**config.mk**
```make
export PLATFORM = sky130hd
export DESIGN_NAME = adc_scan_ctrl
export DESIGN_NICKNAME = d
export VERILOG_FILES = /design/src/rtl/adc_scan_ctrl.sv
export SDC_FILE = /design/constraint.sdc
export NUM_CORES = 1
export LEC_CHECK = 0
export ABC_AREA = 1
export CORE_MARGIN = 10
export CORE_UTILIZATION = 58
export DETAILED_ROUTE_END_ITERATION = 6
export PLACE_DENSITY = 0.79
export SETUP_SLACK_MARGIN = 0.5
export SYNTH_ARGS = -nofsm -noshare
export SYNTH_HDL_FRONTEND = slang
export SYNTH_SLANG_ARGS = --single-unit
```
**constraint.sdc**
```tcl
create_clock -name i_clk -period 3.75 [get_ports i_clk]
set_input_delay 0.75 -clock i_clk [delete_from_list [all_inputs] [get_ports i_clk]]
set_output_delay 0.75 -clock i_clk [all_outputs]
set_load 0.03 [all_outputs]
```
**src/rtl/adc_scan_ctrl.sv**
```systemverilog
// Scan sequencer for the shared 8-bit ADC: steps the analog mux over the enabled channels,
// waits for settling, averages 2^AVG_LOG2 samples per channel and keeps one result per channel.
module adc_scan_ctrl #(
    parameter int unsigned N_CH        = 4,
    parameter int unsigned SEL_W       = 2,
    parameter int unsigned SETTLE_CYC  = 64,
    parameter int unsigned AVG_LOG2    = 2,
    parameter int unsigned SCAN_PERIOD = 50000
) (
    input  logic             i_clk,
    input  logic             i_rst_n,
    input  logic             i_en,
    input  logic             i_start,
    input  logic [N_CH-1:0]  i_ch_mask,
    input  logic             i_smp_valid,
    input  logic [7:0]       i_smp_data,
    input  logic [SEL_W-1:0] i_rd_ch,
    output logic [7:0]       o_rd_data,
    output logic [SEL_W-1:0] o_mux_sel,
    output logic             o_busy,
    output logic             o_res_valid,
    output logic [SEL_W-1:0] o_res_ch,
    output logic [7:0]       o_res_data,
    output logic             o_scan_done,
    output logic             o_overrun
);

    localparam int unsigned ACC_W = 8 + AVG_LOG2;
    localparam int unsigned CNT_W = AVG_LOG2 + 1;
    localparam int unsigned SET_W = (SETTLE_CYC > 1) ? $clog2(SETTLE_CYC) : 1;
    localparam int unsigned TMR_W = (SCAN_PERIOD > 1) ? $clog2(SCAN_PERIOD) : 1;

    localparam logic [SET_W-1:0] SETTLE_LOAD = SET_W'(SETTLE_CYC - 1);
    localparam logic [CNT_W-1:0] LAST_SMP    = CNT_W'((32'd1 << AVG_LOG2) - 32'd1);
    localparam logic [TMR_W-1:0] TMR_LAST    = TMR_W'(SCAN_PERIOD - 1);

    typedef enum logic [1:0] {
        StIdle,
        StSettle,
        StAccum,
        StStore
    } state_e;

    state_e             state_q, state_d;
    logic [TMR_W-1:0]   tmr_q;
    logic [SEL_W-1:0]   mux_sel_q, mux_sel_d;
    logic [N_CH-1:0]    mask_q, mask_d;
    logic [SET_W-1:0]   settle_q, settle_d;
    logic [ACC_W-1:0]   acc_q, acc_d;
    logic [CNT_W-1:0]   cnt_q, cnt_d;
    logic               busy_q, busy_d;
    logic               empty_done_q, empty_done_d;
    logic               overrun_q, overrun_d;
    logic               rf_we;
    logic               scan_last;
    logic [7:0]         rf_q [N_CH];

    logic               tick;
    logic               trigger;
    logic               first_found, next_found;
    logic [SEL_W-1:0]   first_ch, next_ch;
    logic [7:0]         res_avg;

    // Free-running period timer; held at zero while the periodic scan is disabled.
    always_ff @(posedge i_clk or negedge i_rst_n) begin
        if (!i_rst_n) begin
            tmr_q <= '0;
        end else if (!i_en || tmr_q == TMR_LAST) begin
            tmr_q <= '0;
        end else begin
            tmr_q <= tmr_q + TMR_W'(1);
        end
    end

    assign tick    = i_en && (tmr_q == TMR_LAST);
    assign trigger = i_start || tick;
    assign res_avg = acc_q[ACC_W-1:AVG_LOG2];

    // Lowest channel of the live mask starts a scan; the next higher one in the latched mask
    // continues it.
    always_comb begin
        first_found = 1'b0;
        first_ch    = '0;
        next_found  = 1'b0;
        next_ch     = '0;
        for (int i = 0; i < int'(N_CH); i++) begin
            if (i_ch_mask[i] && !first_found) begin
                first_found = 1'b1;
                first_ch    = SEL_W'(i);
            end
            if (mask_q[i] && !next_found && (i > int'(mux_sel_q))) begin
                next_found = 1'b1;
                next_ch    = SEL_W'(i);
            end
        end
    end

    always_comb begin
        state_d      = state_q;
        mux_sel_d    = mux_sel_q;
        mask_d       = mask_q;
        settle_d     = settle_q;
        acc_d        = acc_q;
        cnt_d        = cnt_q;
        busy_d       = busy_q;
        empty_done_d = 1'b0;
        overrun_d    = 1'b0;
        rf_we        = 1'b0;
        scan_last    = 1'b0;

        unique case (state_q)
            StIdle: begin
                if (trigger) begin
                    mask_d = i_ch_mask;
                    if (!first_found) begin
                        empty_done_d = 1'b1;
                    end else begin
                        mux_sel_d = first_ch;
                        settle_d  = SETTLE_LOAD;
                        busy_d    = 1'b1;
                        state_d   = StSettle;
                    end
                end
            end
            StSettle: begin
                overrun_d = trigger;
                if (settle_q == '0) begin
                    acc_d   = '0;
                    cnt_d   = '0;
                    state_d = StAccum;
                end else begin
                    settle_d = settle_q - SET_W'(1);
                end
            end
            StAccum: begin
                overrun_d = trigger;
                if (i_smp_valid) begin
                    acc_d = acc_q + ACC_W'(i_smp_data);
                    cnt_d = cnt_q + CNT_W'(1);
                    if (cnt_q == LAST_SMP) begin
                        state_d = StStore;
                    end
                end
            end
            StStore: begin
                overrun_d = trigger;
                rf_we     = 1'b1;
                if (next_found) begin
                    mux_sel_d = next_ch;
                    settle_d  = SETTLE_LOAD;
                    state_d   = StSettle;
                end else begin
                    scan_last = 1'b1;
                    busy_d    = 1'b0;
                    state_d   = StIdle;
                end
            end
            default: state_d = StIdle;
        endcase
    end

    always_ff @(posedge i_clk or negedge i_rst_n) begin
        if (!i_rst_n) begin
            state_q      <= StIdle;
            mux_sel_q    <= '0;
            mask_q       <= '0;
            settle_q     <= '0;
            acc_q        <= '0;
            cnt_q        <= '0;
            busy_q       <= 1'b0;
            empty_done_q <= 1'b0;
            overrun_q    <= 1'b0;
        end else begin
            state_q      <= state_d;
            mux_sel_q    <= mux_sel_d;
            mask_q       <= mask_d;
            settle_q     <= settle_d;
            acc_q        <= acc_d;
            cnt_q        <= cnt_d;
            busy_q       <= busy_d;
            empty_done_q <= empty_done_d;
            overrun_q    <= overrun_d;
        end
    end

    always_ff @(posedge i_clk or negedge i_rst_n) begin
        if (!i_rst_n) begin
            for (int i = 0; i < int'(N_CH); i++) begin
                rf_q[i] <= '0;
            end
        end else if (rf_we) begin
            rf_q[mux_sel_q] <= res_avg;
        end
    end

    always_comb begin
        o_rd_data = '0;
        if (32'(i_rd_ch) < N_CH) begin
            o_rd_data = rf_q[i_rd_ch];
        end
    end

    assign o_mux_sel   = mux_sel_q;
    assign o_busy      = busy_q;
    assign o_res_valid = (state_q == StStore);
    assign o_res_ch    = mux_sel_q;
    assign o_res_data  = res_avg;
    assign o_scan_done = empty_done_q || scan_last;
    assign o_overrun   = overrun_q;

endmodule

```
After elaboration in Yosys (flattened, before gate mapping)
Index checks and enable logic that the tools add are counted.
Widths: inputs -> output; s select.
{ "word_totals": {"ff_bits": 78, "in_bits": 19, "output_inout_bits": 24} }
{ "classes": {"addsub": 4, "n_lt_le_gt_ge": 6, "n_eq_ne": 13, "mux": 53, "n_bitwise": 2, "n_reduce_logical": 31} }
{ "op_table": {"columns": ["cell", "n"], "rows": [
  ["$bwmux 32", 1],
  ["$mux 2", 12],
  ["$mux 6", 4],
  ["$mux 8", 3],
  ["$mux 1", 20],
  ["$mux 10", 2],
  ["$pmux 10 s2", 1],
  ["$pmux 6 s3", 1],
  ["$add 16x1->16 const B", 1],
  ["$bmux 8 s2", 1],
  ["$demux 8 s2", 1],
  ["$eq 16x16->1 const B", 1],
  ["$mux 16", 1],
  ["$ne 2x2->1 const B", 7],
  ["$add 10x8->10", 1],
  ["$logic_and 1x1->1", 10],
  ["$reduce_and 5->1", 2],
  ["$pmux 2 s4", 1],
  ["$reduce_and 4->1", 2],
  ["$ge 3x3->1 const B", 2],
  ["$logic_not 1->1", 6],
  ["$logic_not 6->1", 1],
  ["$mux 3", 2],
  ["$not 2->3", 2],
  ["19 further kinds", 24]
]} }

Logic depth before layout (Yosys ltp)
Gate-level depths: netlist (run 1).
{ "logic_depth": {"word_depth": 14, "mapped_depth": 12, "ltp_nobuf": 12} }

Worst setup path after synthesis (run 1)
OpenSTA, ideal clock, no wires.
{ "synth_path": {"path_kind": "in2out", "startpoint": "in i_rd_ch[0]", "endpoint": "out o_rd_data[5]", "arrival_time_ps": 1720, "required_time_ps": 3000, "path_slack_ps": 1280, "cell_stages": 4, "path_buffers": 1, "cell_sequence": "inv_1 > clkbuf_1 > o21ai_0 > o22ai_1"} }
{ "synth_between": {"elab_chain_cells": 4} }
{ "synth_rtl": {"columns": ["element", "line_no", "source"], "rows": [
  ["from (decl)", "17", "input logic [SEL_W-1:0] i_rd_ch,"],
  ["$not 2->3 (implied by the code)", "199", "o_rd_data = rf_q[i_rd_ch];"],
  ["$bmux 8 s2", "199", null],
  ["$mux 8 (implied by the code) (2 in a row)", "199", null],
  ["to (decl)", "18", "output logic [7:0] o_rd_data,"]
]} }
No other way between the ends. The select of a mux whose other input is x is not followed.

Worst setup path after layout (run 1)
{ "layout_path": {"startpoint": "in i_rd_ch[1]", "endpoint": "out o_rd_data[2]"} }
The elaborated chain is that of the path after synthesis.

==> metrics, run 1 <==
outcome finished, final reports clean; hold slack 0.487 ns; post-DP HPWL 6980 um; fraction of the mapped netlist area in simple logic gates 0.280; post-route cell area 0.00492 sq mm; share of cells above drive strength 1 0.0763; Slew Viols, Final 0; mux contribution to synthesized area 0; Period Utilization, post-route 0.812; Final min period 3.04 ns; DR vias 3,643; critical path required time 3.00 ns; slack of the worst reg-to-reg path 1.65 ns; CTS tree yes; R2R Path Start acc_q[0]$_DFFE_PN0P_; endpoints failing setup 0; Setup TNS 0 ns; FP Rows 31; Mapped Nets 574; Root Buffer clkbuf_8; vias in the first global route 3,603; Via density 5.39; total CTS buffers 9; Clk Latency, worst-skew pair 0.35 ns; gr ovfl total 0; Final Routed Wirelength 9320 um; CTS sink count 77; Main synth FF type dfrtp_1; leading cell type in the layout, fill and taps excluded nand2_1; CP Launch Point i_rd_ch[1]; Ys Warns 0; die footprint 0.0112 sq mm; I/O Buffers 42; FF-to-FF path depth 9; GP Congestion 0.875; Worst Setup Start Kind input pin; critical path class in -> out; most frequent cells in the layout nand2_1, dfrtp_1, nor2_1; Synth async-reset ratio 1.00; Placement Cell Area 0.00472 sq mm; CTS Buffer Depth 2; sequential element share of the synthesized area 0.450; Die Height 106 um; peak supply drop 550 uV; R2R Path End acc_q[6]$_DFFE_PN0P_; Fmax achieved 329 MHz; Initial Utilization 0.594; Residual DRC 0; initial antenna violation count 0; Syn Area/Cell 7.96 sq um; DR WL/cell 13.8 um; Synth Area in Adders 0.0514; worst clock skew 0.0116 ns; CP Capture Point o_rd_data[2]; DR pass1 iterations 4; FF+latch count, synth 77; Worst Setup End Kind output pin; Post-DRT Antenna Nets 0; pwr/cell area 719 mW/mm^2; library cells used by synthesis 41; Nets 609; Post-synth EDFFs 0; Core ar. 0.00721 sq mm; max_cap viols 0; count of final hold-check violations 0; clock-pin transition on the worst setup and hold timing paths 0.07 ns; post-layout worst setup margin 0.706 ns; largest family of logic cells by synthesized area simple AND/OR/NAND/NOR gates; Area growth syn-to-layout 14.9%; antenna cells 0; width of the die 106 um; Global Route Usage Sum 0.175; compound-cell area share of the yosys netlist 0.123; CP max FO 9; initial drt markers 228; Max-slew headroom 0.366; measured slew at the worst slew-check pin 0.951 ns; Synth Instances 538; I/O pin count 43; XOR/XNOR Fraction of Synth Area 0.0184; global-route wire length before repair 16,400 um; Place WS 0.441 ns; CP arrival 2.29 ns; CTS H-tree depth 3; pin count of the biggest net entering global routing 78; RSZ-0062 raised after global routing false; Hold Path Class reg -> reg; Leak 2.38 nW; mapped cell area 0.00428 sq mm
==> kinds of logic after synthesis <==
group / after synthesis
AOI/OAI and AO/OA: 96
xor gates and xnor gates: 9
adders and majority gates: 17
buffers and inverters: 76
DFF: 77
and+or+nand+nor: 263
==> Yosys cell counts, types with 3 or more instances <==
cell / n / area, sq um
dfrtp_1: 77 / 1930
nor2_1: 58 / 218
inv_1: 50 / 188
nand2_2: 3 / 18.8
nor3_1: 7 / 35.0
nand3_1: 27 / 135
clkbuf_1: 7 / 26.3
nand2_1: 134 / 503
o21ai_1: 6 / 30.0
o21ai_0: 55 / 275
xnor2_1: 5 / 43.8
nor2_2: 5 / 31.3
a21oi_1: 12 / 60.1
xor2_1: 4 / 35.0
ha_1: 16 / 200
inv_2: 6 / 22.5
buf_4: 11 / 82.6
nand4_1: 9 / 56.3
nand2_4: 3 / 33.8
o22ai_1: 14 / 87.6
==> worst min-delay path by stage <==
stage / start / endpoint / slack, ns / cells past startpoint
finish: rf_q[16]$_DFFE_PN0P_ / rf_q[16]$_DFFE_PN0P_ / 0.49 / 2
global route: rf_q[17]$_DFFE_PN0P_ / rf_q[17]$_DFFE_PN0P_ / 0.51 / 2
CTS: rf_q[16]$_DFFE_PN0P_ / rf_q[16]$_DFFE_PN0P_ / 0.49 / 2
detailed placement: rf_q[17]$_DFFE_PN0P_ / rf_q[17]$_DFFE_PN0P_ / 0.47 / 2
global placement: rf_q[17]$_DFFE_PN0P_ / rf_q[17]$_DFFE_PN0P_ / 0.46 / 2
floorplan: i_rst_n / acc_q[0]$_DFFE_PN0P_ / 0.45 / 0
==> layer usage <==
metal | vias to the layer above | GRT usage | part of all wire
li1 | 1830 | - | -
met1 | 1730 | 0.212 | 0.44
met2 | 73 | 0.297 | 0.50
met3 | 10 | 0.0483 | 0.045
met4 | 0 | 0.0484 | 0.014
met5 | - | 0 | 0
==> report_power, final <==
part	switching (mW)	total (mW)	internal, mW
registers	0.206	1.30	1.10
logic	0.972	1.55	0.577
clock network	0.299	0.687	0.388
==> registers in the layout (all words and copies together) (netlist names) <==
signal        flops
acc_q            10
cnt_q             3
empty_done_q      1
mask_q            3
o_busy            1
o_mux_sel         2
o_overrun         1
rf_q             32
settle_q          6
state_q           2
tmr_q            16
==> per-stage QoR <==
stage                      util  power (mW)  cells
after floorplan               -        2.46    538
after global placement    0.654        2.83    661
after detailed placement  0.654        2.89    661
after CTS                 0.682        3.56    676
after global routing      0.682        3.82    676
final                     0.682        3.54    676
==> layout make-up <==
class / count / area, sq um
clock buffers: 11 / 141
repair buffers: 43 / 415
clock inverters: 4 / 72.6
inverters: 57 / 214
fillers: 602 / 2290
flip-flops and latches: 77 / 1930
well taps: 99 / 124
multi-input cells: 385 / 2030
==> critical path, cell delays in order <==
cell and delay (ns):
clkdlybuf4s50_1 0.56, inv_1 0.26, o21ai_0 0.15, o22ai_1 0.15, dlygate4sd2_1 0.42
==> what timing repair did <==
action                                  4_1_cts  5_1_grt
gates resized for setup                       8        0
hold endpoints to repair                      0        0
endpoints found under the setup margin        8        0
hold buffers                                  0        0
buffers inserted                              0        0
Note: power is estimated with default switching activity, not from simulation.
==> run 2: changes to the inputs <==
--- a/config.mk
+++ b/config.mk
@@ -7,9 +7,9 @@
 export LEC_CHECK = 0
 export ABC_AREA = 1
 export CORE_MARGIN = 10
-export CORE_UTILIZATION = 58
+export CORE_UTILIZATION = 57
 export DETAILED_ROUTE_END_ITERATION = 6
-export PLACE_DENSITY = 0.79
+export PLACE_DENSITY = 0.78
 export SETUP_SLACK_MARGIN = 0.5
 export SYNTH_ARGS = -nofsm -noshare
 export SYNTH_HDL_FRONTEND = slang
==> constraint.sdc (replaced) <==
create_clock -name i_clk -period 2.9 [get_ports i_clk]
set_input_delay 0.58 -clock i_clk [delete_from_list [all_inputs] [get_ports i_clk]]
set_output_delay 0.58 -clock i_clk [all_outputs]
set_load 0.03 [all_outputs]
==> run 2 against run 1 <==
Non-clock buffer count grew 3. Total power grew 31%. First-iteration DRC count shrank 5.3%. Combinational power grew 32%. Cell area grew 1.1%. Setup slack lost 0.064 ns. Die area grew 1.4%. Sequential power grew 28%. Clock-buffer cell count shrank 2.
==> metrics, run 2 (synthesis gave the netlist of run 1 again) <==
gr ovfl total 0 (unchanged); CTS sink count 77 (unchanged); Largest regs rf_q x32, tmr_q x16, acc_q x10 (unchanged); final non-filler cell total 681 (was 676); max_cap viols 0 (unchanged); GP Congestion 0.875 (about the same); worst clock skew 0.00853 ns (was 0.0116 ns); outcome finished, final reports clean (unchanged); CTS H-tree depth 3 (unchanged); share of cells above drive strength 1 0.113 (was 0.0763); most frequent cells in the layout nand2_1, dfrtp_1, nor2_1 (unchanged); Final Routed Wirelength 9410 um (was 9320 um); total CTS buffers 9 (unchanged); R2R Path End acc_q[6]$_DFFE_PN0P_ (unchanged); peak supply drop 664 uV (was 550 uV); CP arrival 1.68 ns (was 2.29 ns); endpoints failing setup 0 (unchanged); Nets 613 (was 609); Hold Path Class in -> async (was reg -> reg); Core ar. 0.00729 sq mm (was 0.00721 sq mm); CTS tree yes (unchanged); placed insts 662 (was 661); Top reg by flops rf_q (unchanged); initial antenna violation count 0 (unchanged); Global Route Usage Sum 0.169 (was 0.175); Worst Setup Start Kind input pin (unchanged); Final min period 2.26 ns; R2R Path Start acc_q[0]$_DFFE_PN0P_ (unchanged); pin count of the biggest net entering global routing 78 (unchanged); Period Utilization, post-route 0.779; DR vias 3,642 (was 3,643); Setup TNS 0 ns (unchanged); pwr/cell area 931 mW/mm^2 (was 719 mW/mm^2); FF-to-FF path depth 9 (unchanged); Root Buffer clkbuf_8 (unchanged); RSZ-0062 raised after global routing false (unchanged); I/O Buffers 42 (unchanged); die footprint 0.0114 sq mm (was 0.0112 sq mm); global-route wire length before repair 16,000 um (was 16,400 um); DR WL/cell 13.8 um (about the same); Worst Setup End Kind output pin (unchanged); post-DP HPWL 6700 um (was 6980 um); Area growth syn-to-layout 16.2% (was 14.9%); leading cell type in the layout, fill and taps excluded nand2_1 (unchanged); CTS Buffer Depth 2 (unchanged); CP max FO 16 (was 9); slack of the worst reg-to-reg path 1.03 ns (was 1.65 ns); Initial Utilization 0.587 (was 0.594); Residual DRC 0 (unchanged); measured slew at the worst slew-check pin 0.956 ns (was 0.951 ns); count of final hold-check violations 0 (unchanged); # hold bufs at CTS 0 (unchanged); initial drt markers 216 (was 228); Leak 2.40 nW (was 2.38 nW); FP Rows 31 (unchanged); antenna cells 0 (unchanged); I/O pin count 43 (unchanged); critical path required time 2.32 ns (was 3.00 ns); clock-pin transition on the worst setup and hold timing paths 0.08 ns (was 0.07 ns); Fmax achieved 443 MHz; DR pass1 iterations 4 (unchanged); vias in the first global route 3,454 (was 3,603); critical path class in -> out (unchanged); Via density 5.35 (was 5.39); Slew Viols, Final 0 (unchanged); max reg flops 32 (unchanged); Max-slew headroom 0.362 (was 0.366); Die Height 107 um (was 106 um); Clk Latency, worst-skew pair 0.35 ns (about the same); width of the die 107 um (was 106 um); Post-DRT Antenna Nets 0 (unchanged)
-- run 2: cell count changes in the layout (fill, tap and decap cells not counted), moves of 2 or more --
cell             before  now
inv_6                 0    2
clkdlybuf4s50_1      33   29
inv_1                50   48
dlygate4sd2_1         8    2
dfrtp_1              77   75
clkinvlp_4            1    4
buf_4                 2   12
dfrtp_2               0    2
-- run 2: where the power goes --
group / switching [mW] / internal (mW) / total, mW
Sequential: 0.253 / 1.42 / 1.67
Clock: 0.421 / 0.489 / 0.910
Combinational: 1.28 / 0.771 / 2.05
Total: 1.95 / 2.68 / 4.63
-- run 2: layout make-up --
type,count,area (sq um)
clock buffer,9,124
clock inverter,7,97.6
fill,604,2320
inverter,57,218
multi-input combinational,385,2050
sequential,77,1930
tap,99,124
timing repair buffer,46,427
timing repair inverter,1,7.51
-- run 2: layer usage --
metal  vias up  wire length (um)  global-route usage
met1      1713              4300               0.217
met4         0                99              0.0397
met3        12               496              0.0485
met5         -                 0                   0
met2        80              4520               0.274
li1       1837                 -                   -
-- run 2: how the worst max path moves through the flow --
| stage | slack [ns] | endpoint | depth (start not counted) | startpoint |
|---|---|---|---|---|
| global placement | 0.26 | acc_q[6]$_DFFE_PN0P_ | 10 | i_smp_data[0] |
| detailed placement | 0.19 | acc_q[6]$_DFFE_PN0P_ | 10 | i_smp_data[0] |
| finish | 0.64 | o_rd_data[3] | 5 | i_rd_ch[0] |
| floorplan | 0.77 | o_rd_data[5] | 4 | i_rd_ch[0] |
| global route | 0.53 | o_rd_data[3] | 5 | i_rd_ch[0] |
| CTS | 0.48 | o_scan_done | 6 | o_mux_sel[0]$_DFFE_PN0P_ |
-- run 2: stage by stage --
stage | setup WS (ns) | total power [mW] | util | instance area [sq um] | hold WS [ns]
finish | 0.642 | 4.63 | 0.682 | 4970 | 0.377
global route | 0.533 | 5.00 | 0.682 | 4970 | 0.446
CTS | 0.477 | 4.63 | 0.679 | 4950 | 0.408
detailed placement | 0.189 | 3.69 | 0.645 | 4710 | 0.468
global placement | 0.259 | 3.63 | 0.645 | 4710 | 0.461
floorplan | 0.770 | 3.17 | - | 4280 | 0.284
-- run 2: repair_timing --
action                                  CTS  global route
gates resized for setup                  12             7
cloned                                    1             0
buffers inserted                          0             2
endpoints found under the setup margin    5            10
pin swaps                                 0             1
-- run 2: critical path, stage by stage --
cell           delay (ns)
dlygate4sd2_1        0.35
buf_6                0.21
o21ai_0              0.10
o22ai_1              0.23
buf_4                0.21
==> run 3: changes to the inputs <==
--- a/config.mk
+++ b/config.mk
@@ -7,9 +7,9 @@
 export LEC_CHECK = 0
 export ABC_AREA = 1
 export CORE_MARGIN = 10
-export CORE_UTILIZATION = 57
+export CORE_UTILIZATION = 52
 export DETAILED_ROUTE_END_ITERATION = 6
-export PLACE_DENSITY = 0.78
+export PLACE_DENSITY = 0.75
 export SETUP_SLACK_MARGIN = 0.5
 export SYNTH_ARGS = -nofsm -noshare
 export SYNTH_HDL_FRONTEND = slang
==> constraint.sdc (replaced) <==
create_clock -name i_clk -period 2 [get_ports i_clk]
set_input_delay 0.4 -clock i_clk [delete_from_list [all_inputs] [get_ports i_clk]]
set_output_delay 0.4 -clock i_clk [all_outputs]
set_load 0.03 [all_outputs]
==> run 3 against run 2 <==
Cell area grew 25%. Sequential power increased by 50%. Register-to-register slack got worse by 0.94 ns. Global-route usage increased by 1.8 points. Combinational power up 140%. Core utilization grew 8.4 points. First-iteration DRC count grew 14%. Largest power group unchanged.
==> metrics, run 3 (synthesis gave the netlist of run 1 again) <==
outcome finished, final reports clean (unchanged); max_cap viols 0 (unchanged); antenna cells 0 (unchanged); max reg flops 32 (unchanged); Worst Setup End Kind output pin (unchanged); CP Capture Point o_scan_done (was o_rd_data[3]); Largest regs rf_q x32, tmr_q x16, acc_q x10 (unchanged); gr ovfl total 0 (unchanged); Die Height 111 um (was 107 um); FP Rows 33 (was 31); cell mode on critical path nor2_4; count of final hold-check violations 0 (unchanged); pwr/cell area 1410 mW/mm^2 (was 931 mW/mm^2); width of the die 111 um (was 107 um); die footprint 0.0123 sq mm (was 0.0114 sq mm); Core ar. 0.00813 sq mm (was 0.00729 sq mm); post-DP HPWL 7390 um (was 6700 um); DR pass1 iterations 4 (unchanged); crit-path leading delay family simple AND/OR/NAND/NOR gates (was buffers and inverters); CTS tree yes (unchanged); total CTS buffers 9 (unchanged); slack of the worst reg-to-reg path 0.09 ns (was 1.03 ns); Final min period 1.92 ns; measured slew at the worst slew-check pin 0.585 ns (was 0.956 ns); peak supply drop 939 uV (was 664 uV); Residual DRC 0 (unchanged); Setup TNS 0 ns (unchanged); Period Utilization, post-route 0.962; I/O Buffers 42 (unchanged); DR WL/cell 17.4 um (was 13.8 um); CP max FO 5 (was 16); leading cell type in the layout, fill and taps excluded nand2_1 (unchanged); Via density 5.59 (was 5.35); Worst Path Buf+Inv 1 (was 3); Leak 2.88 nW (was 2.40 nW); Final Routed Wirelength 13,000 um (was 9410 um); CTS Buffer Depth 2 (unchanged); critical path required time 1.60 ns (was 2.32 ns); Area growth syn-to-layout 45.4% (was 16.2%); GP Congestion 0.825 (was 0.875); Slew Viols, Final 0 (unchanged); final non-filler cell total 749 (was 681); CP max stage delay 0.46 ns (was 0.35 ns); most frequent cells in the layout nand2_1, dfrtp_1, inv_1, buf_4, nor2_1 (was nand2_1, dfrtp_1, nor2_1); Global Route Usage Sum 0.186 (was 0.169); share of cells above drive strength 1 0.377 (was 0.113); CP arrival 1.52 ns (was 1.68 ns); Max stage delay cell, worst path dfrtp_2 (was dlygate4sd2_1); RSZ-0062 raised after global routing true (was false); critical path class reg -> out (was in -> out); Nets 675 (was 613); CTS sink count 77 (unchanged); Max-slew headroom 0.610 (was 0.362); CTS H-tree depth 3 (unchanged); R2R Path Start o_mux_sel[1]$_DFFE_PN0P_ (was acc_q[0]$_DFFE_PN0P_); Hold Path Class in -> async (unchanged); DR vias 4,188 (was 3,642); Worst Setup Start Kind flip-flop (was input pin); Fmax achieved 520 MHz; CP Launch Point o_mux_sel[1]$_DFFE_PN0P_ (was i_rd_ch[0]); Top reg by flops rf_q (unchanged); I/O pin count 43 (unchanged); Post-DRT Antenna Nets 0 (unchanged); global-route wire length before repair 19,500 um (was 16,000 um); hold slack 0.00966 ns (was 0.377 ns); pin count of the biggest net entering global routing 42 (was 78); worst clock skew 0.0136 ns (was 0.00853 ns); clock-pin transition on the worst setup and hold timing paths 0.10 ns (was 0.08 ns); R2R Path End settle_q[2]$_DFFE_PN0P_ (was acc_q[6]$_DFFE_PN0P_); vias in the first global route 4,154 (was 3,454); Clk Latency, worst-skew pair 0.37 ns (was 0.35 ns); initial drt markers 247 (was 216); Initial Utilization 0.527 (was 0.587); crit-path cells nor2_4, nand2_2, nand3_4, nor2_4, or2_4, buf_6 (was dlygate4sd2_1, buf_6, o21ai_0, o22ai_1, buf_4); number of cells on the critical path 6 (was 5); Root Buffer clkbuf_8 (unchanged); endpoints failing setup 0 (unchanged); initial antenna violation count 0 (unchanged); FF-to-FF path depth 14 (was 9); placed insts 686 (was 662)
==> run 3: changes by cell type in the layout (fill, tap and decap cells not counted), moves of 16 or more <==
cell,delta
nand2_2,+19
nor2_1,-17
clkdlybuf4s50_1,-16
o21ai_0,-19
nand2_1,-24
buf_4,+30
buf_6,+28
==> run 3: worst min-delay path by stage <==
stage / to / cells after the start
2_1_floorplan: acc_q[0]$_DFFE_PN0P_ / 0
3_3_place_gp: tmr_q[6]$_DFF_PN0_ / 1
3_5_place_dp: tmr_q[12]$_DFF_PN0_ / 1
4_1_cts: tmr_q[11]$_DFF_PN0_ / 1
5_1_grt: tmr_q[4]$_DFF_PN0_ / 1
6_report: tmr_q[11]$_DFF_PN0_ / 1
==> run 3: area by class of cell <==
cell class	instances	area, sq um
Tap cell	105	131
Timing Repair Buffer	106	1050
Multi-Input combinational cell	388	2660
Clock inverter	7	81.3
Clock buffer	9	124
Sequential cell	77	1930
Inverter	57	248
Fill cell	530	1910
==> run 3: where the power goes <==
part,total [mW],switching [mW],leakage [nW],internal [mW]
registers,2.50,0.441,1.00,2.06
clock network,1.30,0.696,0.107,0.600
logic,4.99,2.79,1.78,2.21
total,8.79,3.92,2.88,4.86
==> run 3: routing by layer <==
layer / part of all wire / GRT usage / vias up
met5: 0 / 0 / -
met4: 0.018 / 0.0417 / 0
met3: 0.051 / 0.0417 / 22
met2: 0.53 / 0.332 / 138
met1: 0.40 / 0.222 / 2059
li1: - / - / 1969
==> run 3: what timing repair did <==
item,4_1_cts,5_1_grt
endpoints found under the setup margin,83,86
gates resized for setup,178,93
hold buffers,0,0
pin swaps,45,39
cloned,2,3
buffers inserted,31,11
==> run 3: metrics by stage <==
stage | area (sq um) | total power, mW | setup slack [ns] | utilization
final | 6230 | 8.79 | 0.0761 | 0.766
after CTS | 5750 | 7.96 | 0.0865 | 0.707
after detailed placement | 4980 | 5.80 | -0.157 | 0.613
after global routing | 6230 | 9.29 | 0.0222 | 0.766
after global placement | 4980 | 5.66 | -0.164 | 0.613
after floorplan | 4420 | 4.77 | 0.437 | -
